<file path="src/rtl/xosera_pkg.sv">
// rtl/xosera_pkg.sv - shared constants and types for the Xosera host bus bridge
//
// Purpose: host bus pin polarities, bridge parameter defaults and the bridge
//          FSM state type, shared by the bridge and its synchronizer.
// Ports:   none (package).

package xosera_pkg;

  // Host bus pin polarities
  localparam logic CS_ENABLED  = 1'b0;   // chip select asserted level
  localparam logic CS_DISABLED = 1'b1;
  localparam logic RnW_READ    = 1'b1;   // rd_nwr level for a read
  localparam logic RnW_WRITE   = 1'b0;

  // Bridge parameter defaults
  localparam int SYNC_STAGES_DEFAULT = 2;
  localparam int DTACK_DELAY_DEFAULT = 1;

  // Bridge FSM states
  typedef enum logic [2:0] {
    BR_IDLE    = 3'd0,
    BR_SETTLE  = 3'd1,
    BR_STROBE  = 3'd2,
    BR_DELAY   = 3'd3,
    BR_ACK     = 3'd4,
    BR_RELEASE = 3'd5
  } bridge_state_t;

endpackage

</file>
<file path="src/rtl/xosera_sync.sv">
// rtl/xosera_sync.sv - N-stage single-bit synchronizer with reset value
//
// Purpose: brings an asynchronous host pin into the clk domain.
// Ports:
//   clk      in  clock
//   reset_i  in  synchronous active-high reset; loads RESET_VAL into every stage
//   d        in  asynchronous input
//   q        out synchronized output (last stage)

module xosera_sync #(
  parameter int   N         = 2,
  parameter logic RESET_VAL = 1'b1
) (
  input  logic clk,
  input  logic reset_i,
  input  logic d,
  output logic q
);

  logic [N-1:0] sr;

  always_ff @(posedge clk) begin
    if (reset_i) begin
      sr <= {N{RESET_VAL}};
    end else begin
      sr <= {sr[N-2:0], d};
    end
  end

  assign q = sr[N-1];

endmodule

</file>
<file path="src/rtl/xosera_bus_bridge.sv">
// rtl/xosera_bus_bridge.sv - asynchronous host bus to core register bridge
//
// Purpose: synchronizes host chip select and read/write, latches the access
//          fields, issues a single-cycle read or write strobe to the core,
//          captures read data and drives a delayed transfer acknowledge.
// Ports:
//   clk             in  sole clock
//   reset_i         in  synchronous active-high reset
//   bus_cs_n_i      in  async chip select, active low
//   bus_rd_nwr_i    in  async read/not-write
//   bus_reg_num_i   in  register number
//   bus_bytesel_i   in  byte select (odd byte = 1), unused on a 16-bit bus
//   bus_data_i      in  host write data
//   bus_data_o      out registered host read data
//   bus_out_ena_o   out host data tri-state enable (combinational)
//   bus_dtack_o     out transfer acknowledge, active high
//   reg_data_i      in  core read data, valid the cycle after read_strobe_o
//   write_strobe_o  out single-cycle write strobe
//   read_strobe_o   out single-cycle read strobe
//   reg_num_o       out latched register number
//   bytesel_o       out latched byte select
//   bytedata_o      out latched write data

module xosera_bus_bridge #(
  parameter int DATA_WIDTH  = 8,
  parameter int SYNC_STAGES = xosera_pkg::SYNC_STAGES_DEFAULT,
  parameter int DTACK_DELAY = xosera_pkg::DTACK_DELAY_DEFAULT
) (
  input  logic                  clk,
  input  logic                  reset_i,
  input  logic                  bus_cs_n_i,
  input  logic                  bus_rd_nwr_i,
  input  logic [3:0]            bus_reg_num_i,
  input  logic                  bus_bytesel_i,
  input  logic [DATA_WIDTH-1:0] bus_data_i,
  output logic [DATA_WIDTH-1:0] bus_data_o,
  output logic                  bus_out_ena_o,
  output logic                  bus_dtack_o,
  input  logic [DATA_WIDTH-1:0] reg_data_i,
  output logic                  write_strobe_o,
  output logic                  read_strobe_o,
  output logic [3:0]            reg_num_o,
  output logic                  bytesel_o,
  output logic [DATA_WIDTH-1:0] bytedata_o
);

  import xosera_pkg::*;

  logic          cs_n_sync;
  logic          rd_nwr_sync;
  logic          cs_active;
  bridge_state_t state;
  bridge_state_t state_next;
  logic [2:0]    dly_cnt;
  logic [1:0]    fill_cnt;
  logic          need_release;
  logic          rd_pending;
  logic          latch_fields;
  logic          wr_strobe_next;
  logic          rd_strobe_next;
  logic          dtack_next;

  xosera_sync #(
    .N         (SYNC_STAGES),
    .RESET_VAL (CS_DISABLED)
  ) u_cs_sync (
    .clk     (clk),
    .reset_i (reset_i),
    .d       (bus_cs_n_i),
    .q       (cs_n_sync)
  );

  xosera_sync #(
    .N         (SYNC_STAGES),
    .RESET_VAL (RnW_READ)
  ) u_rnw_sync (
    .clk     (clk),
    .reset_i (reset_i),
    .d       (bus_rd_nwr_i),
    .q       (rd_nwr_sync)
  );

  assign cs_active = (cs_n_sync == CS_ENABLED);

  // Drive the host data bus only for a read in progress; deliberately raw
  // pins so the bus turns around as soon as the host lets go.
  assign bus_out_ena_o = !reset_i && (bus_cs_n_i == CS_ENABLED) && (bus_rd_nwr_i == RnW_READ);

  // After reset the synchronizers hold their preset (deasserted) value for
  // SYNC_STAGES cycles, which says nothing about the pin. fill_cnt marks when
  // the synchronizer output reflects the pin again; need_release blocks a new
  // access until a genuine deassertion of chip select has been observed.
  always_ff @(posedge clk) begin
    if (reset_i) begin
      fill_cnt     <= 2'(SYNC_STAGES);
      need_release <= 1'b1;
    end else begin
      if (fill_cnt != 2'd0) begin
        fill_cnt <= fill_cnt - 2'd1;
      end
      if (fill_cnt == 2'd0 && !cs_active) begin
        need_release <= 1'b0;
      end
    end
  end

  always_comb begin
    state_next     = state;
    latch_fields   = 1'b0;
    wr_strobe_next = 1'b0;
    rd_strobe_next = 1'b0;
    dtack_next     = 1'b0;
    case (state)
      BR_IDLE: begin
        if (cs_active && !need_release) begin
          state_next = BR_SETTLE;
        end
      end
      BR_SETTLE: begin
        if (cs_active) begin
          state_next     = BR_STROBE;
          latch_fields   = 1'b1;
          wr_strobe_next = (rd_nwr_sync != RnW_READ);
          rd_strobe_next = (rd_nwr_sync == RnW_READ);
        end else begin
          state_next = BR_IDLE;
        end
      end
      BR_STROBE: begin
        if (DTACK_DELAY == 0) begin
          state_next = BR_ACK;
          dtack_next = 1'b1;
        end else begin
          state_next = BR_DELAY;
        end
      end
      BR_DELAY: begin
        if (!cs_active) begin
          state_next = BR_RELEASE;
        end else if (dly_cnt == 3'd0) begin
          state_next = BR_ACK;
          dtack_next = 1'b1;
        end
      end
      BR_ACK: begin
        if (cs_active) begin
          dtack_next = 1'b1;
        end else begin
          state_next = BR_IDLE;
        end
      end
      BR_RELEASE: begin
        if (!cs_active) begin
          state_next = BR_IDLE;
        end
      end
      default: begin
        state_next = BR_IDLE;
      end
    endcase
  end

  always_ff @(posedge clk) begin
    if (reset_i) begin
      state          <= BR_IDLE;
      dly_cnt        <= 3'd0;
      write_strobe_o <= 1'b0;
      read_strobe_o  <= 1'b0;
      bus_dtack_o    <= 1'b0;
      rd_pending     <= 1'b0;
      reg_num_o      <= 4'd0;
      bytesel_o      <= 1'b0;
      bytedata_o     <= '0;
      bus_data_o     <= '0;
    end else begin
      state          <= state_next;
      write_strobe_o <= wr_strobe_next;
      read_strobe_o  <= rd_strobe_next;
      bus_dtack_o    <= dtack_next;
      // Core read data arrives the cycle after the read strobe.
      rd_pending     <= read_strobe_o;

      if (state == BR_STROBE) begin
        dly_cnt <= 3'(DTACK_DELAY - 1);
      end else if (state == BR_DELAY && dly_cnt != 3'd0) begin
        dly_cnt <= dly_cnt - 3'd1;
      end

      if (latch_fields) begin
        reg_num_o  <= bus_reg_num_i;
        bytesel_o  <= (DATA_WIDTH == 16) ? 1'b0 : bus_bytesel_i;
        bytedata_o <= bus_data_i;
      end

      if (rd_pending) begin
        bus_data_o <= reg_data_i;
      end
    end
  end

endmodule
</file>
<file path="config.mk">
export PLATFORM = sky130hd
export DESIGN_NAME = xosera_bus_bridge
export DESIGN_NICKNAME = d
export VERILOG_FILES = /design/src/rtl/xosera_pkg.sv /design/src/rtl/xosera_sync.sv /design/src/rtl/xosera_bus_bridge.sv
export SDC_FILE = /design/constraint.sdc
export NUM_CORES = 1
export LEC_CHECK = 0
export ABC_AREA = 1
export CAP_MARGIN = 20
export CORE_MARGIN = 8
export CORE_UTILIZATION = 44
export CTS_CLUSTER_SIZE = 24
export DETAILED_ROUTE_END_ITERATION = 8
export PLACE_DENSITY = 0.78
export SLEW_MARGIN = 0
export SYNTH_ARGS = -nofsm -noshare
export SYNTH_HDL_FRONTEND = slang
export SYNTH_SLANG_ARGS = --single-unit
</file>
<file path="constraint.sdc">
create_clock -name clk -period 1.2 [get_ports clk]
set_input_delay 0.24 -clock clk [delete_from_list [all_inputs] [get_ports clk]]
set_output_delay 0.24 -clock clk [all_outputs]
set_load 0.02 [all_outputs]
</file>
==> flow_metrics.tcl, run 1 <==
set metrics [dict create \
    cts_htree_levels 2 \
    slew_headroom_pct 82.3 \
    start_kind "input port" \
    fin_util_pct 63.9 \
    start_util_pct 45.1 \
    nets 268 \
    hold_viol_final 0 \
    critPathCaptureType "output port" \
    yosys_warnings 0 \
    clk_pin_slew_worst_paths_ps 120 \
    worst-path-max-fanout 2 \
    syn_to_final_growth_pct 41.8 \
    synthArstFlopShare_pct 0 \
    drc_errors 0 \
    n_antenna_cell 0 \
    globalplace.congestion 0.807 \
    cts_tree "built" \
    dr.pass1.iters 4 \
    core_um2 3280 \
    syn_inst 180 \
    vias 1325 \
    ys.flop_type "dfxtp_1" \
    cts_made_buffers 5 \
    grt_pass1_vias 1222 \
    clock_latency_ps 350 \
    final_area_um2 2100 \
    multi_input_area_um2 648 \
    post-place-ws_ps -687 \
    ys_types 26 \
    vdd_ir_drop_max_uv 807 \
    seq_area_um2 766 \
    ant_nets 0 \
    viasPerCell 4.62 \
    synth_area_leaders "dfxtp_1 (51%), nor2_1 (10%), o21ai_0 (7.8%), nand2_1 (4.3%), inv_1 (4.1%)" \
    wl_per_cell_um 12.2 \
    post_dp_cell_area_um2 2060 \
    crit_required_ps 960 \
    synth_edf_count 0 \
    chipWidth_um 74 \
    worst_slew_pin_slew_ps 265 \
    yosysMostFrequentCell "nor2_1" \
    ios 50 \
    grt_overflow 0 \
    drv_slew 0 \
    cap_viol_max_count 0 \
    rows 21 \
    die-area_um2 5480 \
    ctsHoldBuffers 0 \
    syn_area_um2 1480 \
    ys_seq_area_share_pct 51.4 \
    powerDensity_nw_per_um2 1530 \
    fin_worst_skew_ps 7.83 \
    postSynthAreaPerCell_um2 8.22 \
    worstPathArrival_ps 920 \
    routed_wl_um 3510 \
    tns_ps 0 \
    outcome "finished, final reports clean" \
    crit_type "in2out" \
    fmax_ghz 0.860 \
    port_buffers 49 \
    fill_cells 301 \
    hold_path.class "in2reg" \
    grt_use_total_pct 13.5 \
    fin_crit_ps 1160 \
    antenna_found_initial 0 \
    synth_top_area_cell "dfxtp_1" \
    grt_pass1_wl_um 5640 \
    grt_max_degree 24 \
    cts-root-buf "clkbuf_4" \
    dpl.hpwl_um 2440 \
    ys_ff_latch 38 \
    initialDrtViolationCount 53 \
    synth_top_area_share_pct 51.4 \
    cts_setup_buffers 0 \
    die_h_um 74 \
    postLayoutSetupSlackWorst_ps 37.6 \
    finalCritPeriodShare_pct 96.9 \
    layout-drive-gt1-share_pct 32.4 \
    finalSetupViolCount 0 \
    synth_fp_nets 208 \
    clock_path_buffers 2 \
    p_leak_nw 0.941 \
    power.total_mw 3.21 \
    cts_sinks 38 \
    ys_top_cells_by_count "nor2_1 (41), dfxtp_1 (38), o21ai_0 (23)" \
]
path summary, 6_finish.rpt:
check | to | from | slack [ps] | cells past startpoint
hold / removal | u_cs_sync.sr[0] | bus_cs_n_i | 220 | 2
hold reg to reg | write_strobe_o | u_rnw_sync.sr[1] | 430 | 1
setup / recovery | bus_out_ena_o | bus_cs_n_i | 40 | 4
setup reg to reg | dly_cnt[2] | dly_cnt[0] | 70 | 6
what timing repair did:
action	4_1_cts	5_1_grt
cloned	0	1
gates resized for setup	106	20
pin swaps	2	3
endpoints found under the setup margin	27	26
hold endpoints to repair	0	0
area by class of cell:
type	instances	share of cell area, %
flip-flops and latches	38	36.5
multi-input cells	119	30.9
repair buffers	57	21.2
inverters	19	3.64
clock inverters	3	3.28
well taps	46	2.74
clock buffers	5	1.79
kinds of logic (layout without fill, tap and decap cells):
logic type / after synthesis / after routing / share of synthesized area, %
compound gates: 34 / 34 / 11.9
xor+xnor: 1 / 1 / 0.592
fa+ha+maj: 3 / 3 / 2.54
buf+inv: 24 / 84 / 8.03
flops: 38 / 38 / 51.4
simple gates: 80 / 81 / 25.5
layer usage:
layer	part of all wire [%]	GRT usage, %
met4	3.2	7.54
met3	6.3	5.12
met1	44	14.9
met2	46	21.9
met5	0	0
critical path: stages:
cell           delay [ps]
dlygate4sd2_1         220
or2_4                 230
nor2_4                110
buf_6                 120
report_power, final:
group	internal (mW)	switching, mW	leakage, nW	total [mW]
registers	1.38	0.115	0.310	1.50
clock network	0.652	0.445	0.0554	1.10
logic	0.279	0.336	0.575	0.614
total	2.31	0.896	0.941	3.21
per-stage QoR:
stage,cells,hold WS (ps)
floorplan,180,355
global placement,278,392
detailed placement,278,396
CTS,286,212
global route,287,221
finish,287,219
cell usage in the layout (no fill, tap or decap), types with 2 or more instances in the layout:
cell type and n:
nor2_2 7, nand2_2 5, ha_1 2, dfxtp_2 4
nor2_4 3, buf_2 24, buf_4 7, nor3_1 2
clkbuf_4 5, dfxtp_1 34, a21oi_1 5, clkdlybuf4s50_1 21
nand2_1 12, nor2_1 40, or2_2 2, nand3_2 3
inv_1 12, a21oi_2 2, nand3_1 4, bufinv_16 2
o21ai_0 23, inv_2 6
registers in the layout, summed over array words and instances (netlist names):
register,cells
bus_data_o,8
bus_dtack_o,1
bytedata_o,8
bytesel_o,1
dly_cnt,3
fill_cnt,2
need_release,1
rd_pending,1
read_strobe_o,1
reg_num_o,4
state,3
u_cs_sync.sr,2
u_rnw_sync.sr,2
write_strobe_o,1
No activity file was read; power rests on OpenSTA's default activity.
==> run 2: changes to the inputs <==
--- a/config.mk
+++ b/config.mk
@@ -8,11 +8,11 @@
 export ABC_AREA = 1
 export CAP_MARGIN = 20
 export CORE_MARGIN = 8
-export CORE_UTILIZATION = 44
+export CORE_UTILIZATION = 45
 export CTS_CLUSTER_SIZE = 24
 export DETAILED_ROUTE_END_ITERATION = 8
-export PLACE_DENSITY = 0.78
-export SLEW_MARGIN = 0
+export PLACE_DENSITY = 0.79
+export SLEW_MARGIN = 15
 export SYNTH_ARGS = -nofsm -noshare
 export SYNTH_HDL_FRONTEND = slang
 export SYNTH_SLANG_ARGS = --single-unit
==> constraint.sdc (replaced) <==
create_clock -name clk -period 1.47 [get_ports clk]
set_input_delay 0.294 -clock clk [delete_from_list [all_inputs] [get_ports clk]]
set_output_delay 0.294 -clock clk [all_outputs]
set_load 0.01 [all_outputs]
==> flow_metrics.tcl, run 2 (synthesis gave the netlist of run 1 again) <==
set metrics [dict create \
    outcome "finished, final reports clean" \
    ios 50 \
    grt_use_total_pct 13.1 \
    n_antenna_cell 0 \
    grt_overflow 0 \
    top_regs "bus_data_o x8, bytedata_o x8, reg_num_o x4" \
    clock_path_buffers 2 \
    tns_ps 0 \
    powerDensity_nw_per_um2 1150 \
    worstPathArrival_ps 990 \
    finalSetupViolCount 0 \
    internal-power_mw 1.75 \
    clk_pin_slew_worst_paths_ps 100 \
    vias 1292 \
    clock_latency_ps 340 \
    fin_crit_ps 1280 \
    final_common_cell "nor2_1" \
    drc_errors 0 \
    start_kind "input port" \
    p_seq_share_pct 50.3 \
    fin_util_pct 64.3 \
    grt_pass1_wl_um 5390 \
    cts_setup_buffers 0 \
    cts_made_buffers 5 \
    chipWidth_um 73.4 \
    final_cell_mix "nor2_1 (41), dfxtp_1 (38), dlygate4sd2_1 (24)" \
    nets 265 \
    wl_per_cell_um 11.4 \
    slew_headroom_pct 81.3 \
    hold_path.class "in2reg" \
    worst_slew_pin_slew_ps 279 \
    hold_depth 2 \
    routed_wl_um 3240 \
    cts_htree_levels 2 \
    switching_share_pct 27.4 \
    worst-path-max-fanout 2 \
    clkPwrFrac_pct 30.1 \
    antenna_found_initial 0 \
    die_h_um 73.4 \
    rows 21 \
    cts-root-buf "clkbuf_4" \
    hold_viol_final 0 \
    crit_required_ps 1180 \
    cap_viol_max_count 0 \
    critPathCaptureType "output port" \
    core_um2 3260 \
    fin_worst_skew_ps 7.35 \
    p_sw_mw 0.660 \
    vdd_ir_drop_max_uv 823 \
    rsz0062_at_grt "false" \
    p_leak_nw 0.989 \
    ant_nets 0 \
    fmax_ghz 0.780 \
    ctsHoldBuffers 0 \
    worstRegToRegCells 8 \
    initialDrtViolationCount 76 \
    viasPerCell 4.57 \
    start_util_pct 45.4 \
    grt_max_degree 23 \
    drv_slew 0 \
    die-area_um2 5380 \
    syn_to_final_growth_pct 41.5 \
    crit_type "in2out" \
    finalCritPeriodShare_pct 87.2 \
    dr.pass1.iters 5 \
    layout-drive-gt1-share_pct 13.9 \
    dpl.hpwl_um 2350 \
    fill_cells 325 \
    grt_pass1_vias 1201 \
    comb_power_share_pct 19.6 \
    cts_tree "built" \
    port_buffers 49 \
    globalplace.congestion 0.823 \
    cts_sinks 38 \
]
## run 2: cell types whose count changed in the layout (fill, tap and decap cells not counted), sizes merged
cell	change
buf	-26
dlygate4sd2	+23
bufinv	-1
clkbuf	+1
clkdlybuf4s15	-1
clkdlybuf4s50	+1
clkinv	-1
dlymetal6s2s	+1
nand3	-1
## run 2: cell type report
class	instances	area [um^2]	area share (%)
Clock inverter	1	30.0	1.43
Inverter	19	73.8	3.52
Sequential cell	38	761	36.3
Timing Repair Buffer	55	518	24.7
Multi-Input combinational cell	118	603	28.8
Clock buffer	6	51.3	2.45
Tap cell	46	57.6	2.75
## run 2: power groups by stage
| stage | Sequential, mW | Combinational (mW) | Clock (mW) |
|---|---|---|---|
| global route | 1.22 | 0.541 | 0.792 |
| CTS | 1.21 | 0.480 | 0.742 |
| finish | 1.21 | 0.473 | 0.724 |
| floorplan | 1.23 | 0.303 | 0 |
| global placement | 1.23 | 0.483 | 0 |
| detailed placement | 1.23 | 0.495 | 0 |
## run 2: timing repair
item                                    in CTS  in global routing
pin swaps                                    0                  2
endpoints found under the setup margin      25                  1
endpoints found under the hold margin        0                  0
gates resized for setup                     29                  2
gates cloned                                 0                  0
## run 2: path summary, 6_finish.rpt
| path | startpoint | slack, ps | endpoint |
|---|---|---|---|
| hold reg to reg | u_rnw_sync.sr[0] | 410 | u_rnw_sync.sr[1] |
| setup reg to reg | dly_cnt[0] | 210 | dly_cnt[0] |
| hold / removal | bus_cs_n_i | 180 | u_cs_sync.sr[0] |
| setup / recovery | bus_rd_nwr_i | 190 | bus_out_ena_o |
## run 2: layer usage
| layer | routed length [um] | vias to the layer above | GRT usage (%) |
|---|---|---|---|
| met5 | 0 | - | 0 |
| met4 | 72 | 0 | 7.32 |
| met3 | 232 | 6 | 4.50 |
| met2 | 1530 | 38 | 22.4 |
| met1 | 1410 | 568 | 13.5 |
| li1 | - | 680 | - |
## run 2: critical path, cell delays in order
cell	delay, ps
clkdlybuf4s50_1	450
inv_1	40
nor2_1	70
buf_2	130
## run 2: metrics by stage
step           power [mW]  setup slack, ps  std cells  instance area [um^2]  hold slack, ps
6_report             2.41              188        283                  2090             178
5_1_grt              2.56             65.3        283                  2090             151
4_1_cts              2.43             8.88        283                  2090             418
3_5_place_dp         1.73             -446        276                  2040             395
3_3_place_gp         1.71             -440        276                  2040             392
2_1_floorplan        1.54              283        180                  1480             389
